--- src/rtl/serial_adder_pkg.sv ---
// Shared definitions for the bit-serial adder: FSM state encodings and
// counter sizing. Legal WIDTH range is 2..32.
package serial_adder_pkg;

  localparam logic [1:0] S_IDLE = 2'd0;
  localparam logic [1:0] S_RUN  = 2'd1;
  localparam logic [1:0] S_DONE = 2'd2;

  localparam int unsigned SA_WIDTH_MIN = 2;
  localparam int unsigned SA_WIDTH_MAX = 32;

  // Bit-index counter must hold 0..width-1; never narrower than one bit.
  function automatic int unsigned sa_cnt_width(input int unsigned width);
    return (width <= 2) ? 1 : $clog2(width);
  endfunction

endpackage

--- src/rtl/fa_cell.sv ---
// Combinational single-bit full adder used as the serial bit slice.
module fa_cell (
  input  logic i_a,
  input  logic i_b,
  input  logic i_cin,
  output logic o_s,
  output logic o_cout
);

  logic w_axb;

  assign w_axb  = i_a ^ i_b;
  assign o_s    = w_axb ^ i_cin;
  assign o_cout = (i_a & i_b) | (w_axb & i_cin);

endmodule

--- src/rtl/serial_adder.sv ---
// Bit-serial WIDTH-bit adder, LSB first, one bit per clock through one fa_cell.
// Optional subtract mode enabled by defining SERIAL_ADDER_SUB_EN.
module serial_adder
  import serial_adder_pkg::*;
#(
  parameter int unsigned WIDTH = 8
) (
  input  logic             clk,
  input  logic             rst,
  input  logic             start,
  input  logic [WIDTH-1:0] a,
  input  logic [WIDTH-1:0] b,
  input  logic             cin,
  input  logic             sub,
  output logic             busy,
  output logic             done,
  output logic [WIDTH-1:0] sum,
  output logic             cout,
  output logic             ovf
);

  localparam int unsigned   CW       = sa_cnt_width(WIDTH);
  localparam logic [CW-1:0] LAST_BIT = CW'(WIDTH - 1);

  logic [1:0]       r_state;
  logic [WIDTH-1:0] r_a_sh;
  logic [WIDTH-1:0] r_b_sh;
  logic [WIDTH-1:0] r_sum;
  logic [CW-1:0]    r_cnt;
  logic             r_carry;
  logic             r_cout;
  logic             r_ovf;

  logic [WIDTH-1:0] w_b_load;
  logic             w_carry_load;
  logic             w_bit;
  logic             w_carry_nxt;
  logic             w_last;

`ifdef SERIAL_ADDER_SUB_EN
  // Subtract as a + ~b + 1: invert B at capture and seed the carry with 1.
  assign w_b_load     = sub ? ~b : b;
  assign w_carry_load = sub ? 1'b1 : cin;
`else
  logic w_unused_sub;
  assign w_unused_sub = sub;
  assign w_b_load     = b;
  assign w_carry_load = cin;
`endif

  fa_cell u_fa (
    .i_a    (r_a_sh[0]),
    .i_b    (r_b_sh[0]),
    .i_cin  (r_carry),
    .o_s    (w_bit),
    .o_cout (w_carry_nxt)
  );

  assign w_last = (r_cnt == LAST_BIT);

  always_ff @(posedge clk) begin
    if (rst) begin
      r_state <= S_IDLE;
      r_a_sh  <= '0;
      r_b_sh  <= '0;
      r_sum   <= '0;
      r_cnt   <= '0;
      r_carry <= 1'b0;
      r_cout  <= 1'b0;
      r_ovf   <= 1'b0;
    end else begin
      case (r_state)
        S_IDLE: begin
          if (start) begin
            r_a_sh  <= a;
            r_b_sh  <= w_b_load;
            r_carry <= w_carry_load;
            r_cnt   <= '0;
            r_state <= S_RUN;
          end
        end
        S_RUN: begin
          // New bit enters at the MSB so after WIDTH shifts bit 0 lands at sum[0].
          r_sum   <= {w_bit, r_sum[WIDTH-1:1]};
          r_a_sh  <= {1'b0, r_a_sh[WIDTH-1:1]};
          r_b_sh  <= {1'b0, r_b_sh[WIDTH-1:1]};
          r_carry <= w_carry_nxt;
          r_cnt   <= r_cnt + CW'(1);
          if (w_last) begin
            r_cout  <= w_carry_nxt;
            r_ovf   <= r_carry ^ w_carry_nxt;
            r_state <= S_DONE;
          end
        end
        S_DONE: begin
          r_state <= S_IDLE;
        end
        default: begin
          r_state <= S_IDLE;
        end
      endcase
    end
  end

  assign busy = (r_state != S_IDLE);
  assign done = (r_state == S_DONE);
  assign sum  = r_sum;
  assign cout = r_cout;
  assign ovf  = r_ovf;

endmodule

--- config.mk ---
export PLATFORM = sky130hd
export DESIGN_NAME = serial_adder
export DESIGN_NICKNAME = d
export VERILOG_FILES = /design/src/rtl/serial_adder_pkg.sv /design/src/rtl/fa_cell.sv /design/src/rtl/serial_adder.sv
export SDC_FILE = /design/constraint.sdc
export NUM_CORES = 1
export LEC_CHECK = 0
export CAP_MARGIN = 10
export CORE_MARGIN = 1.5
export CORE_UTILIZATION = 48
export CTS_CLUSTER_SIZE = 40
export DETAILED_ROUTE_END_ITERATION = 6
export PLACE_DENSITY = 0.75
export SLEW_MARGIN = 20
export SYNTH_ARGS = -nofsm -noshare
export SYNTH_HDL_FRONTEND = slang
export SYNTH_SLANG_ARGS = --single-unit
--- constraint.sdc ---
create_clock -name clk -period 1.61 [get_ports clk]
set_input_delay 0.322 -clock clk [delete_from_list [all_inputs] [get_ports clk]]
set_output_delay 0.322 -clock clk [all_outputs]
set_load 0.05 [all_outputs]
Yosys cells after proc, flatten, opt, wreduce, memory -nomap -nowiden
Cells that the tools add are included.
W data, S select, Z words.
- register bits after elaboration: 32
- output and inout bits: 12
- word-level logic and storage cells: 37
- $add $sub $neg: 1
- eq/ne operators: 5
- muxes and demuxes: 11
- bitwise operators: 6
- reductions and logical operators: 6
- operator list (cell ; number):
    $pmux W8 S2 ; 2
    $mux W8 ; 2
    $pmux W3 S2 ; 1
    $reduce_and A2 Y1 ; 3
    $mux W2 ; 2
    $ne A2 B2 Y1 const B ; 2
    $pmux W2 S2 ; 1
    $reduce_bool A2 Y1 ; 2
    $add A3 B1 Y3 const B ; 1
    $eq A3 B3 Y1 const B ; 1
    $mux W3 ; 1
    $xor A1 B1 Y1 ; 3
    $and A1 B1 Y1 ; 2
    $eq A2 B1 Y1 const B ; 1
    $eq A2 B2 Y1 const B ; 1
    $logic_not A2 Y1 ; 1
    $pmux W1 S2 ; 1
    $mux W1 ; 1
    $or A1 B1 Y1 ; 1

Logic depth before layout (Yosys ltp)
Gate-level depths: netlist of the first run.
- depth in word-level cells: 4
- gate-level depth with buffers: 5
- gate-level depth less buffers: 5

Cells and area by module
Synthesis of the first run repeated with hierarchy kept, for this count alone.
- cells, all modules: 155
- area total of the unflattened synthesis: 1386.3 sq um
- modules (own cells, without submodules) (module ; times used ; cells each ; area an instance (sq um) ; seq. area each (sq um)):
    serial_adder ; 1 ; 154 ; 1366.3 ; 640.6
    fa_cell ; 1 ; 1 ; 20.0 ; 0.0

Worst setup path before layout of the first run
OpenSTA, ideal clock, no wires.
- path type: reg2out
- start point: register r_state[1]
- end point: output port done
- data arrival time: 1222 ps
- data required time: 1288 ps
- path slack: 66 ps
- cell stages (with the launch flop): 3
- cell sequence: dfxtp_1 > clkbuf_2 > nor2b_1
- longest elaborated chain between the ends: 1
- ends and longest elaborated chain (element ; line ; RTL):
    start, declared ; serial_adder.sv:25 ; logic [1:0] r_state;
    start signal, assigned ; serial_adder.sv:63 ; r_state <= S_IDLE;
    start signal, assigned ; serial_adder.sv:79 ; r_state <= S_RUN;
    start signal, assigned ; serial_adder.sv:92 ; r_state <= S_DONE;
    $eq A2 B2 Y1 ; serial_adder.sv:106 ; assign done = (r_state == S_DONE);
    end, declared ; serial_adder.sv:16 ; output logic done,
No other way between the ends.

Worst setup path in the final report of the first run
- start point: register r_state[1]
- end point: output port busy
- longest elaborated chain between the ends: 1
- ends and longest elaborated chain (element ; line ; RTL):
    $reduce_bool A2 Y1 ; serial_adder.sv:105 ; assign busy = (r_state != S_IDLE);
    end, declared ; serial_adder.sv:15 ; output logic busy,
No other way between the ends.

==> results of run 1 <==
## logic make-up after synthesis
| kind of cell | Yosys count | synth area share (%) |
|---|---|---|
| compound gates | 19 | 8.13 |
| fa+ha+maj | 3 | 3.40 |
| mux | 2 | 1.51 |
| flops | 32 | 48.4 |
| simple gates | 95 | 32.9 |
| buf+inv | 12 | 5.01 |
| xor+xnor | 1 | 0.662 |
## layer usage
metal | track usage (%) | vias to the layer above
met1 | 23.3 | 563
li1 | - | 616
met3 | 6.32 | 6
met5 | 0 | -
met2 | 33.3 | 27
met4 | 8.36 | 0
## Yosys cell counts, drive strengths merged (3+ instances only)
| master | number | area share (%) |
|---|---|---|
| nand3b | 3 | 1.7 |
| a21oi | 13 | 4.9 |
| nor2 | 48 | 14 |
| nor4 | 14 | 6.6 |
| clkbuf | 5 | 1.5 |
| nor2b | 3 | 1.4 |
| dfxtp | 32 | 48 |
| nand2 | 18 | 5.1 |
| buf | 6 | 3.2 |
## final cells by class
class	instances	area (sq um)	share of cell area [%]
Inverter	1	3.75	0.216
Multi-Input combinational cell	120	617	35.5
Sequential cell	32	643	37.0
Tap cell	30	37.5	2.16
Clock buffer	6	41.3	2.38
Clock inverter	1	5.00	0.288
Timing Repair Buffer	39	390	22.5
## worst register-to-register path, cell delays in order, from the launching register on
cell and delay [ns]:
dfxtp_1 0.35, fa_1 0.48, xor2_1 0.21, nand3_1 0.10, a21oi_1 0.15
## sequential cells by signal, summed over array words and instances (netlist names)
register and count:
cout 1, ovf 1, r_a_sh 8, r_b_sh 8, r_carry 1, r_cnt 3
r_state 2, sum 8
## stage by stage
stage | util, % | setup WS, ns | hold slack (ns)
global route | 68.3 | 0.0301 | 0.489
floorplan | - | 0.0659 | 0.400
global placement | 66.4 | -0.0506 | 0.444
finish | 68.3 | 0.0880 | 0.465
CTS | 68.2 | 0.00305 | 0.467
detailed placement | 66.4 | -0.0766 | 0.451
## worst max-delay path by stage
stage / to / slack, ns / cells past startpoint
after CTS: busy / 0.003 / 2
after floorplan: done / 0.07 / 2
after global placement: r_b_sh[1] / -0.05 / 5
final: busy / 0.09 / 2
after global routing: done / 0.03 / 2
after detailed placement: r_b_sh[3] / -0.08 / 5
## power by group
part / total, mW / internal [mW] / switching, mW
logic: 0.251 / 0.127 / 0.125
clock network: 0.414 / 0.160 / 0.254
registers: 0.868 / 0.836 / 0.0313
==> flow_metrics.env, run 1 <==
export IMPL_num_rows=18
export IMPL_areaGrowthSynthToFinish_pct=31.3
export IMPL_synth_cell_area_sq_mm=0.00132
export IMPL_r2r_end="ovf"
export IMPL_async_reset_ff_share_pct=0
export IMPL_final_cell_mix="nor2_1 (47), dfxtp_1 (30), clkdlybuf4s50_1 (19), nand2_1 (18), buf_4 (16)"
export IMPL_routabilityCongestion=0.747
export IMPL_tightest_slew_ns=0.289
export IMPL_routed_via_density=5.29
export IMPL_leakage_nw=0.724
export IMPL_ys_ff_latch=32
export IMPL_final_common_cell="nor2_1"
export IMPL_finalNetCount=223
export IMPL_synth_avg_cell_area_sq_um=8.07
export IMPL_cts_num_sinks=32
export IMPL_status="finished, final reports clean"
export IMPL_hold_viol=0
export IMPL_dp_hpwl_um=1960
export IMPL_die_w_um=55.5
export IMPL_cts_resized=1
export IMPL_hold_class="register to register"
export IMPL_clock_skew_ns=0.00512
export IMPL_cts_hold_fix_buffers=0
export IMPL_hold_depth=2
export IMPL_layout_drive_gt1_share_pct=16.1
export IMPL_clk_latency_ns=0.33
export IMPL_cts_buffers=5
export IMPL_r2r_start="r_carry"
export IMPL_cp_top_family="flip-flops"
export IMPL_crit_start="r_state[1]"
export IMPL_path_class="register to primary output"
export IMPL_yosysWarnings=0
export IMPL_antenna_cells=0
export IMPL_track_usage_pct=19.9
export IMPL_cts_tree="done"
export IMPL_drtIter0Drc=45
export IMPL_cp_required_ns=1.29
export IMPL_ant_nets=0
export IMPL_detailed_place_area_sq_mm=0.00169
export IMPL_final_fill_count=217
export IMPL_dpl_cell_count=222
export IMPL_reg2reg_depth=4
export IMPL_io_buffers=31
export IMPL_cts_max_path_buffers=2
export IMPL_dr_wl_met3_um=178
export IMPL_finalSetupViolCount=0
export IMPL_ys_types=27
export IMPL_cts_root_buf="clkbuf_4"
export IMPL_maxCapViolations=0
export IMPL_critical_path_buf_inv_count=1
export IMPL_wl_met1_um=1250
export IMPL_yosysSeqAreaShare_pct=48.4
export IMPL_worstPathArrival_ns=1.20
export IMPL_grt_overflow=0
export IMPL_end_kind="primary output"
export IMPL_htreeDepth=2
export IMPL_fin_crit_sh_pct=94.5
export IMPL_wl_um=2840
export IMPL_synthCells=164
export IMPL_initial_core_util_pct=52.0
export IMPL_top_layer="met4"
export IMPL_power_mw=1.53
export IMPL_slew_headroom_pct=80.7
export IMPL_fin_crit_ns=1.52
export IMPL_hold_path_end="ovf"
export IMPL_dr_pass1_iters=4
export IMPL_grt_pass1_wl_um=4940
export IMPL_syn_nets=188
export IMPL_cpPeakStageDelay_ns=0.38
export IMPL_worstPathCellList="or2_2 -> buf_12"
export IMPL_fin_area_sq_mm=0.00174
export IMPL_r2r_slack_ns=0.26
export IMPL_start_kind="register"
export IMPL_drcViolationCount=0
export IMPL_path_max_fanout=13
export IMPL_fin_setup_tns_ns=0
export IMPL_grt_pass1_vias=1145
export IMPL_rsz0062_at_grt="no"
export IMPL_antenna_found_initial=0
export IMPL_die_area_sq_mm=0.00308
export IMPL_cts_clk_slew_worst_paths_ns=0.09
export IMPL_slowest_stage="dfxtp_2"
export IMPL_min_delay_start="ovf"
export IMPL_ioPinCount=33
export IMPL_final_max_slew_viol_count=0
export IMPL_dr_wl_met2_um=1370
export IMPL_postCtsSetupBuffers=0
export IMPL_grt_max_degree=33
export IMPL_synth_enable_flop_cells=0
export IMPL_irDropWorstVdd_mv=0.707
export IMPL_fin_cells=229
export IMPL_die_h_um=55.5
export IMPL_avgRoutedWirePerCell_um=12.4
export IMPL_ys_flop_type="dfxtp_1"
export IMPL_core_sq_mm=0.00254
export IMPL_via_count=1212
export IMPL_powerDensity_mw_per_mm2=882
export IMPL_clock_fmax_mhz=657
Power figures use the tool's default switching activity.
==> run 2: changes to the inputs <==
- CORE_UTILIZATION: 48 -> 51
- PLACE_DENSITY: 0.75 -> 0.79
- clock period: 1.61 -> 1.85 ns (I/O delays scaled with it)
==> run 2 against run 1 <==
Effect of this change:
- die area fell by 5.6%
- via count fell by 0.41%
- critical endpoint is now done
- combinational power is 17% lower
- critical path type unchanged
- highest routed layer unchanged
- sequential share of layout area fell by 0.17 points
- clock skew rose by 0.0022 ns
- clock power grew 25%
- first-iteration DRC count decreased by 49%
- critical path depth is the same
- register-to-register slack better by 0.16 ns
- hold slack got worse by 0.0029 ns
- core utilization up 1.9 points
- total power fell by 3.2%
==> flow_metrics.env, run 2 (synthesis results as in run 1) <==
export IMPL_status="finished, final reports clean"
export IMPL_final_fill_count=211
export IMPL_r2r_slack_ns=0.42
export IMPL_slew_headroom_pct=67.6
export IMPL_drcViolationCount=0
export IMPL_rsz0062_at_grt="no"
export IMPL_hold_path_end="ovf"
export IMPL_cts_max_path_buffers=2
export IMPL_cts_clk_slew_worst_paths_ns=0.09
export IMPL_r2r_start="r_state[0]"
export IMPL_initial_core_util_pct=53.4
export IMPL_die_w_um=53.9
export IMPL_final_cell_mix="nor2_1 (47), dfxtp_1 (32), clkdlybuf4s50_1 (19), nand2_1 (18)"
export IMPL_cp_required_ns=1.48
export IMPL_utilization_pct=70.2
export IMPL_num_rows=18
export IMPL_hold_depth=2
export IMPL_final_common_cell="nor2_1"
export IMPL_fin_crit_ns=1.67
export IMPL_min_delay_start="ovf"
export IMPL_die_area_sq_mm=0.00291
export IMPL_end_kind="primary output"
export IMPL_grt_pass1_vias=1016
export IMPL_leakage_nw=0.725
export IMPL_wl_um=2850
export IMPL_cts_hold_fix_buffers=0
export IMPL_worstPathArrival_ns=1.30
export IMPL_gr_usage_met1_pct=24.4
export IMPL_final_max_slew_viol_count=0
export IMPL_cts_tree="done"
export IMPL_dp_hpwl_um=1950
export IMPL_antenna_found_initial=0
export IMPL_cts_num_sinks=32
export IMPL_ioPinCount=33
export IMPL_finalSetupViolCount=0
export IMPL_grt_max_degree=33
export IMPL_cts_resized=1
export IMPL_r2r_end="sum[0]"
export IMPL_slowest_stage="dfxtp_1"
export IMPL_grt_busiest_layer="met2"
export IMPL_via_count=1207
export IMPL_clock_fmax_mhz=598
export IMPL_finalNetCount=221
export IMPL_routed_via_density=5.29
export IMPL_tightest_slew_ns=0.488
export IMPL_path_max_fanout=13
export IMPL_grt_use_met3_pct=7.22
export IMPL_hold_class="register to register"
export IMPL_start_kind="register"
export IMPL_routabilityCongestion=0.704
export IMPL_grt_overflow=0
export IMPL_postCtsSetupBuffers=0
export IMPL_clk_latency_ns=0.33
export IMPL_clock_skew_ns=0.00734
export IMPL_power_mw=1.48
export IMPL_maxCapViolations=0
export IMPL_fin_setup_tns_ns=0
export IMPL_met2_usage_pct=33.5
export IMPL_antenna_cells=0
export IMPL_areaGrowthSynthToFinish_pct=31.4
export IMPL_cts_root_buf="clkbuf_4"
export IMPL_layout_drive_gt1_share_pct=14.1
export IMPL_avgRoutedWirePerCell_um=12.5
export IMPL_powerDensity_mw_per_mm2=853
export IMPL_core_sq_mm=0.00248
export IMPL_dr_pass1_iters=4
export IMPL_ant_nets=0
export IMPL_reg2reg_depth=4
export IMPL_cts_buffers=5
export IMPL_cpPeakStageDelay_ns=0.54
export IMPL_htreeDepth=2
export IMPL_fin_crit_sh_pct=90.4
export IMPL_whs_ns=0.462
export IMPL_io_buffers=31
export IMPL_track_usage_pct=21.1
export IMPL_irDropWorstVdd_mv=0.694
export IMPL_grt_pass1_wl_um=4280
export IMPL_path_class="register to primary output"
export IMPL_die_h_um=53.9
export IMPL_hold_viol=0
export IMPL_drtIter0Drc=23
export IMPL_worstPathCellList="nor2b_1 -> buf_12"
-- run 2: how the worst max path moves through the flow --
stage / end / startpoint
after floorplan: done / r_state[1]
after CTS: done / r_state[1]
final: done / r_state[1]
after global placement: r_b_sh[1] / start
after global routing: done / r_state[1]
after detailed placement: r_b_sh[4] / start
-- run 2: routing by layer --
| layer | vias to the layer above | wire, um |
|---|---|---|
| met5 | - | 0 |
| met4 | 0 | 14 |
| met3 | 2 | 191 |
| met2 | 32 | 1370 |
| met1 | 559 | 1280 |
| li1 | 614 | - |
-- run 2: worst max-delay path: cells and delay by family, from the launching register on --
family | cells | cell delay [ns]
buf+inv | 1 | 0.17
flops | 1 | 0.54
simple gates | 1 | 0.27
-- run 2: where the power goes --
part | total, mW | internal (mW) | switching, mW | leakage, nW
registers | 0.755 | 0.728 | 0.0277 | 0.263
logic | 0.209 | 0.104 | 0.106 | 0.420
clock network | 0.519 | 0.283 | 0.236 | 0.0422
total | 1.48 | 1.11 | 0.369 | 0.725
-- run 2: metrics by stage --
step	worst slack (ns)	cells	area, sq um
2_1_floorplan	0.258	164	1320
3_3_place_gp	0.102	220	1660
3_5_place_dp	0.0563	220	1660
4_1_cts	0.172	228	1740
5_1_grt	0.124	228	1740
6_report	0.178	228	1740
-- run 2: final cells by class --
class / instances / area, sq um / area share (%)
Tap cell: 30 / 37.5 / 2.16
Sequential cell: 32 / 641 / 36.8
Clock inverter: 2 / 35.0 / 2.01
Inverter: 1 / 3.75 / 0.216
Multi-Input combinational cell: 120 / 617 / 35.5
Clock buffer: 6 / 41.3 / 2.37
Timing Repair Buffer: 37 / 364 / 20.9
==> run 3: changes to the inputs <==
- CORE_ASPECT_RATIO: not set -> 0.7
==> run 3 against run 2 <==
Effect of this change:
- combinational power rose by 2%
- clock-buffer cell count grew 2
- critical path depth is 1 lower
- sequential cell count stayed put
- final area is 1.7% higher
- cell count rose by 2.2%
- non-clock buffer count rose by 1
- sequential power is 0.5% higher
- worst setup slack worse by 0.14 ns
- clock power grew 5.4%
- global-route usage rose by 1.5 points
- critical path type unchanged
- largest power group unchanged
==> flow_metrics.env, run 3 (synthesis results as in run 1) <==
export IMPL_status="finished, final reports clean"
export IMPL_worst_slack_ns=0.0372
export IMPL_maxCapViolations=0
export IMPL_areaGrowthSynthToFinish_pct=33.6
export IMPL_dp_hpwl_um=2100
export IMPL_dpl_cell_count=225
export IMPL_die_w_um=63.9
export IMPL_final_common_cell="nor2_1"
export IMPL_initial_core_util_pct=53.8
export IMPL_hold_class="register to register"
export IMPL_drtIter0Drc=91
export IMPL_worstPathCellList="clkdlybuf4s50_1"
export IMPL_cts_hold_fix_buffers=0
export IMPL_fin_crit_sh_pct=98.0
export IMPL_clock_fmax_mhz=552
export IMPL_slew_headroom_pct=67.2
export IMPL_track_usage_pct=22.6
export IMPL_cp_top_family="buffers and inverters"
export IMPL_cts_tree="done"
export IMPL_min_delay_start="ovf"
export IMPL_start_kind="register"
export IMPL_finalSetupViolCount=0
export IMPL_cp_required_ns=1.48
export IMPL_end_kind="primary output"
export IMPL_cts_root_buf="clkbuf_8"
export IMPL_grt_pass1_vias=1122
export IMPL_irDropWorstVdd_mv=0.502
export IMPL_die_h_um=45.6
export IMPL_clock_skew_ns=0.00362
export IMPL_grt_max_degree=33
export IMPL_cts_buffers=5
export IMPL_finalNetCount=222
export IMPL_antenna_found_initial=0
export IMPL_reg2reg_depth=4
export IMPL_powerDensity_mw_per_mm2=859
export IMPL_antenna_cells=0
export IMPL_cpPeakStageDelay_ns=0.81
export IMPL_ioPinCount=33
export IMPL_die_area_sq_mm=0.00292
export IMPL_cts_max_path_buffers=2
export IMPL_wl_um=3070
export IMPL_routed_via_density=5.40
export IMPL_final_cell_mix="nor2_1 (47), dfxtp_1 (32), clkdlybuf4s50_1 (21), nand2_1 (18)"
export IMPL_cts_clk_slew_worst_paths_ns=0.06
export IMPL_final_max_slew_viol_count=0
export IMPL_path_max_fanout=3
export IMPL_r2r_start="r_state[0]"
export IMPL_grt_pass1_wl_um=4880
export IMPL_worstPathArrival_ns=1.44
export IMPL_slowest_stage="clkdlybuf4s50_1"
export IMPL_cts_num_sinks=32
export IMPL_hold_depth=2
export IMPL_ant_nets=0
export IMPL_layout_drive_gt1_share_pct=13.6
export IMPL_place_ws_ns=0.0671
export IMPL_htreeDepth=2
export IMPL_drcViolationCount=0
export IMPL_power_mw=1.52
export IMPL_core_sq_mm=0.00246
export IMPL_cts_resized=0
export IMPL_routabilityCongestion=0.731
export IMPL_critical_path_buf_inv_count=1
export IMPL_r2r_slack_ns=0.29
export IMPL_clk_latency_ns=0.29
export IMPL_leakage_nw=0.726
export IMPL_num_rows=15
export IMPL_tightest_slew_ns=0.490
export IMPL_fin_cells=233
export IMPL_fin_setup_tns_ns=0
export IMPL_avgRoutedWirePerCell_um=13.2
export IMPL_hold_viol=0
export IMPL_io_buffers=31
export IMPL_rsz0062_at_grt="no"
export IMPL_grt_overflow=0
export IMPL_hold_path_end="ovf"
export IMPL_postCtsSetupBuffers=0
export IMPL_fin_crit_ns=1.81
export IMPL_via_count=1259
export IMPL_path_class="register to primary output"
export IMPL_r2r_end="sum[3]"
export IMPL_dr_pass1_iters=4
[run 3: per-layer routing]
layer | track usage [%] | up-vias | part of all wire [%]
met5 | 0 | - | 0
met4 | 7.83 | 0 | 1.4
met3 | 8.17 | 5 | 7.2
met2 | 39.2 | 51 | 46
met1 | 26.4 | 589 | 45
li1 | - | 614 | -
[run 3: how the worst max path moves through the flow]
| stage | from | to | cells past startpoint |
|---|---|---|---|
| global placement | start | r_b_sh[6] | 5 |
| CTS | sum[1] | sum[1] | 1 |
| global route | sum[1] | sum[1] | 1 |
| finish | sum[1] | sum[1] | 1 |
| floorplan | r_state[1] | done | 2 |
| detailed placement | start | r_b_sh[5] | 5 |
[run 3: layout make-up]
| class | instances | area (sq um) |
|---|---|---|
| fillers | 185 | 689 |
| flip-flops and latches | 32 | 641 |
| multi-input cells | 120 | 617 |
| repair buffers | 38 | 375 |
| clock buffers | 8 | 90.1 |
| well taps | 34 | 42.5 |
| inverters | 1 | 3.75 |
[run 3: power breakdown]
part	internal, mW	switching (mW)	total [mW]	leakage, nW
sequential	0.729	0.0302	0.759	0.263
clock	0.303	0.244	0.547	0.0455
combinational	0.105	0.109	0.214	0.418
[run 3: per-stage QoR]
stage / hold WS [ns] / util, % / instance area, sq um
finish: 0.461 / 72.0 / 1770
global route: 0.483 / 72.0 / 1770
global placement: 0.441 / 68.3 / 1680
floorplan: 0.448 / - / 1320
detailed placement: 0.454 / 68.3 / 1680
CTS: 0.464 / 72.0 / 1770
==> edit 1: new RTL, flow settings as in run 2 <==
Make the reset (`rst`) asynchronous in one clocked block.
--- a/src/rtl/serial_adder.sv
+++ b/src/rtl/serial_adder.sv
@@ -58,7 +58,7 @@
 
   assign w_last = (r_cnt == LAST_BIT);
 
-  always_ff @(posedge clk) begin
+  always_ff @(posedge clk or posedge rst) begin
     if (rst) begin
       r_state <= S_IDLE;
       r_a_sh  <= '0;
Behaviour: differs if rst is asserted again (counterexample within 4 cycles, from zero or initial values and one cycle with rst high); with rst held inactive, the same outputs for 10 cycles.
==> edit 1 against run 2 <==
- sequential share of layout area increased by 2.9 points
- design area up 16%
- sequential cell count did not move
- critical path type unchanged
- area after synthesis is 21% higher
- routed wire length rose by 7.7%
- die area rose by 20%
- worst setup slack worse by 0.098 ns
- fmax fell by 5.5%
Power is not compared: it rests on default switching activity, and its combinational part moved more than twofold at a synthesized area within 25%.
==> edit 1: results (changes against run 2) <==
async set-or-reset flop fraction in the synthesized netlist -> 100.0% (+100 points)
H-Tree Level Count -> 2 (unchanged)
number of search-and-repair iterations in the first detailed-routing pass -> 4 (unchanged)
number of warning messages in the yosys log -> 0 (unchanged)
data arrival time of the critical path -> 1.40 ns (+0.10 ns)
commonest register cell after synthesis -> sky130_fd_sc_hd__dfrtp_1
fraction of final layout cells with drive strength greater than 1 -> 24.18% (+10 points)
all-layer global routing usage -> 20.23% (-0.87 points)
maximum clock path buffer count -> 2 (unchanged)
outcome -> complete, no violations
initial drt markers -> 77 (+230%)
worst slew margin relative to its limit -> 68.11% (+0.54 points)
top cells by area, synth -> sky130_fd_sc_hd__dfrtp_1 (50%), sky130_fd_sc_hd__nand2_1 (7.2%), sky130_fd_sc_hd__a221o_1 (3.7%)
list of most frequent post-synthesis cells -> sky130_fd_sc_hd__dfrtp_1 (32), sky130_fd_sc_hd__nand2_1 (31), sky130_fd_sc_hd__a21oi_1 (8), sky130_fd_sc_hd__nand2b_1 (8), sky130_fd_sc_hd__o21ai_1 (7)
routability cong. -> 0.7878 (+12%)
layout filler cell count -> 245 (+16%)
clock slew at reported path FFs -> 0.11 ns (+0.02 ns)
part of the Yosys area used for sequential elements -> 49.81% (+1.4 points)
R2R cell count -> 3 (-1)
antenna violations before repair -> 0 (unchanged)
pin count of the biggest net entering global routing -> 33 (unchanged)
count of input and output buffers -> 31 (unchanged)
TritonCTS clock tree -> built
number of diodes added for antenna fixing -> 0 (unchanged)
final setup fails -> 0 (unchanged)
Hold/Removal Path Class -> primary input to async pin
ratio of routed vias to standard cells -> 5.274 (-0.37%)
Distinct cells, synth -> 30 (+11%)
leakage power summed over all cells -> 0.0009119 uW
peak supply drop -> 0.0008061 V
critical-path maximum fanout -> 17 (+4)
Worst Clk Skew -> 0.008839 ns (+0.001502 ns)
insertion delay to the later sink of the worst-skew pair -> 0.34 ns
WL final -> 3069 um (+7.7%)
final-report max-slew violation count -> 0 (unchanged)
clock buffer count from CTS -> 5 (unchanged)
number of global-route vias before repair -> 1209 (+19%)
first-pass GRT wire length -> 5216 um (+22%)
Layout Nets -> 205 (-7.2%)
root buffer selected by CTS -> sky130_fd_sc_hd__clkbuf_4
HPWL after detailed placement -> 2159 um (+11%)
number of nets produced by synthesis -> 170 (-9.6%)
## edit 1: critical path, cell delays in order (launching register included)
cell	delay, ns
sky130_fd_sc_hd__dfrtp_2	0.53
sky130_fd_sc_hd__nor2_4	0.29
sky130_fd_sc_hd__inv_2	0.08
sky130_fd_sc_hd__buf_12	0.15
## edit 1: routing by layer
| metal | share of wire, % | track usage [%] | up-vias |
|---|---|---|---|
| li1 | - | - | 579 |
| met1 | 44 | 23.65 | 576 |
| met2 | 50 | 34.92 | 30 |
| met3 | 3.9 | 4.585 | 7 |
| met4 | 2.3 | 9.740 | 0 |
| met5 | 0 | 0 | - |
## edit 1: kinds of logic (layout without fill, tap and decap cells)
logic type | count (synthesis) | count (layout) | share of synthesized area, %
AO/OA/AOI/OAI | 35 | 35 | 18.13
XOR/XNOR | 1 | 1 | 0.5448
adder cells (fa/ha/maj) | 3 | 3 | 2.801
buffers and inverters | 16 | 52 | 6.692
flip-flops | 32 | 32 | 49.81
multiplexers | 1 | 1 | 0.9336
AND/OR/NAND/NOR | 58 | 58 | 21.09
## edit 1: timing repair
action | 4_1_cts | 5_1_grt
buffers inserted | 0 | 0
gates resized for setup | 2 | 0
hold buffers | 0 | 0
setup endpoints to repair | 2 | 0
## edit 1: power by group
part	total [uW]	switching [uW]	internal [uW]	leakage, uW
logic	1700	986	709	0.000480
clock network	538	256	282	0.0000412
registers	1250	240	1010	0.000391
total	3480	1480	2000	0.000912
## edit 1: worst paths after layout
path | start | to | slack [ns]
worst max-delay path | r_state[1]$_DFFE_PP0P_ | busy | 0.08
worst min-delay path | rst | sum[2]$_DFFE_PP0P_ | 0.40
worst max register to register | r_state[0]$_DFFE_PP0P_ | cout$_DFFE_PP0P_ | 0.25
worst min register to register | sum[0]$_DFFE_PP0P_ | sum[0]$_DFFE_PP0P_ | 0.49
max in group asynchronous | rst | r_state[1]$_DFFE_PP0P_ | 1.15
min in group clk | sum[0]$_DFFE_PP0P_ | sum[0]$_DFFE_PP0P_ | 0.49
## edit 1: final cells by class
| cell class | instances | area [um2] | area share [%] |
|---|---|---|---|
| sequential | 32 | 802.0 | 39.71 |
| timing repair buffer | 37 | 351.6 | 17.41 |
| tap | 44 | 55.05 | 2.726 |
| inverter | 7 | 28.78 | 1.425 |
| multi-input combinational | 98 | 701.9 | 34.76 |
| clock inverter | 3 | 42.54 | 2.107 |
| clock buffer | 5 | 37.54 | 1.859 |
## edit 1: metrics by stage
stage / std cells / worst slack, ns / cell area [um2] / power [uW]
global route: 226 / 0.001931 / 2019 / 3707
finish: 226 / 0.07950 / 2019 / 3479
floorplan: 146 / 0.2451 / 1610 / 2535
detailed placement: 218 / 0.2319 / 1939 / 2978
global placement: 218 / 0.2647 / 1939 / 2901
CTS: 226 / 0.06676 / 2019 / 3515
==> edit 2: new RTL, flow settings as in run 2 <==
Made on the original files. The parameter `WIDTH` goes from 8 to 9.
--- a/src/rtl/serial_adder.sv
+++ b/src/rtl/serial_adder.sv
@@ -3,7 +3,7 @@
 module serial_adder
   import serial_adder_pkg::*;
 #(
-  parameter int unsigned WIDTH = 8
+  parameter int unsigned WIDTH = 9
 ) (
   input  logic             clk,
   input  logic             rst,
Ports: changed (resized a, b and sum); port bits go from 33 to 36. No check against the original RTL was run, so the function may have changed too.
==> edit 2 against run 2 <==
- total power is 12% higher
- sequential cell count up 4
- area after synthesis up 26%
- clock power is 4.0% higher
- register-to-register slack got worse by 0.05 ns
- design area up 21%
- routed wire length rose by 26%
- worst setup slack lost 0.039 ns
==> edit 2: results (changes against run 2) <==
highest metal used -> met4
number of global-route vias before repair -> 1417 (+39%)
Post-CTS Setup Inserts -> 0 (unchanged)
met1 routed wirelength after detailed routing -> 1640 um (+28%)
peak supply drop -> 0.0004863 V (-30%)
Worst Clk Skew -> 0.01017 ns (+0.002830 ns)
Routed WL per cell -> 13.36 um (+6.9%)
Post-Place Cells -> 261 (+19%)
R2R cell count -> 4 (unchanged)
pin count of the biggest net entering global routing -> 19 (-42%)
Cells on Worst Hold Path -> 2 (unchanged)
fraction of final layout cells with drive strength greater than 1 -> 18.22% (+4.1 points)
slack of the worst reg-to-reg path -> 0.37 ns (-0.05 ns)
async set-or-reset flop fraction in the synthesized netlist -> 0% (unchanged)
final worst path period need -> 1.711 ns (+0.03881 ns)
clock slew at reported path FFs -> 0.10 ns
maximum clock path buffer count -> 2 (unchanged)
met3 routed wirelength -> 119 um (-38%)
routability cong. -> 0.7151 (+1.6%)
crit path max-delay cell type -> sky130_fd_sc_hd__dfxtp_1
met2 routed wirelength -> 1772 um (+30%)
critical-path maximum fanout -> 9 (-4)
post-CTS sizing -> 2 (+1)
number of nets produced by synthesis -> 216 (+15%)
part of the Yosys area used for sequential elements -> 43.31% (-5.1 points)
count of input and output buffers -> 34 (+9.7%)
HPWL after detailed placement -> 2559 um (+31%)
Tightest Pin Transition -> 0.4853 ns (-0.002953 ns)
synthesized cell area -> 0.001664 mm2 (+26%)
ratio of routed vias to standard cells -> 5.323 (+0.56%)
startpoint of the most critical setup path -> r_state[1]$_SDFFE_PP0P_
data arrival time of the critical path -> 1.34 ns (+0.04 ns)
Distinct cells, synth -> 34 (+26%)
layout filler cell count -> 266 (+26%)
initial drt markers -> 69 (+200%)
post-route non-filler standard cell count -> 269 (+18%)
Reg2Reg Capture Point -> ovf$_SDFFE_PP0P_
Worst R2R Start -> r_carry$_SDFFE_PP0P_
outcome -> complete, no violations
leakage power summed over all cells -> 0.0007928 uW (+9.3%)
cell count after synthesis -> 190 (+16%)
top cells by area, synth -> sky130_fd_sc_hd__dfxtp_1 (43%), sky130_fd_sc_hd__a211oi_2 (7.5%), sky130_fd_sc_hd__nor2_1 (7.4%)
all-layer global routing usage -> 22.82% (+1.7 points)
list of most frequent post-synthesis cells -> sky130_fd_sc_hd__dfxtp_1 (36), sky130_fd_sc_hd__nor2_1 (33), sky130_fd_sc_hd__nand2_1 (23)
first-pass GRT wire length -> 6175 um (+44%)
Layout Nets -> 250 (+13%)
==> edit 2: cell type report <==
cell class	instances	area [um2]	area share, %
multi-input combinational	134	830.8	39.62
sequential	36	720.7	34.37
timing repair buffer	42	395.4	18.85
tap	44	55.05	2.625
clock buffer	6	41.29	1.969
clock inverter	2	35.03	1.671
inverter	5	18.77	0.8950
==> edit 2: cell families (layout without fill, tap and decap cells) <==
logic type	after synthesis	in the layout	share of synthesized area [%]
xor gates and xnor gates	1	1	0.5264
AOI/OAI and AO/OA	57	57	26.92
DFF	36	36	43.31
buffers and inverters	20	55	6.766
adders and majority gates	3	3	2.707
muxes	1	1	0.6015
and+or+nand+nor	72	72	19.17
==> edit 2: power by group <==
group | switching (uW) | internal, uW | total [uW]
clock | 257 | 283 | 540
sequential | 27.7 | 819 | 847
combinational | 142 | 132 | 274
total | 427 | 1230 | 1660
==> edit 2: worst max-delay path by stage <==
stage,endpoint,slack [ns],depth (start not counted)
after global placement,r_a_sh[1]$_SDFFE_PP0P_,0.21,5
after floorplan,done,0.11,4
after detailed placement,r_a_sh[1]$_SDFFE_PP0P_,0.16,5
final,done,0.14,3
after CTS,done,0.14,3
after global routing,done,0.06,3
==> edit 2: critical path, delay by kind of cell (launching register included) <==
family | cells | cell delay, ns
flops | 1 | 0.54
buf+inv | 2 | 0.26
simple gates | 1 | 0.21
==> edit 2: stage by stage <==
| step | instance area, um2 | hold slack (ns) | power (uW) | setup WS (ns) |
|---|---|---|---|---|
| 2_1_floorplan | 1664 | 0.4619 | 1047 | 0.1059 |
| 3_3_place_gp | 2023 | 0.4438 | 1125 | 0.2138 |
| 3_5_place_dp | 2023 | 0.4649 | 1138 | 0.1552 |
| 4_1_cts | 2097 | 0.4780 | 1675 | 0.1367 |
| 5_1_grt | 2097 | 0.5004 | 1747 | 0.05600 |
| 6_report | 2097 | 0.4812 | 1661 | 0.1387 |
==> edit 2: metal layers <==
layer | vias to the layer above | global-route usage (%)
met3 | 10 | 5.844
met1 | 671 | 26.75
met5 | - | 0
li1 | 730 | -
met4 | 0 | 10.16
met2 | 21 | 38.82
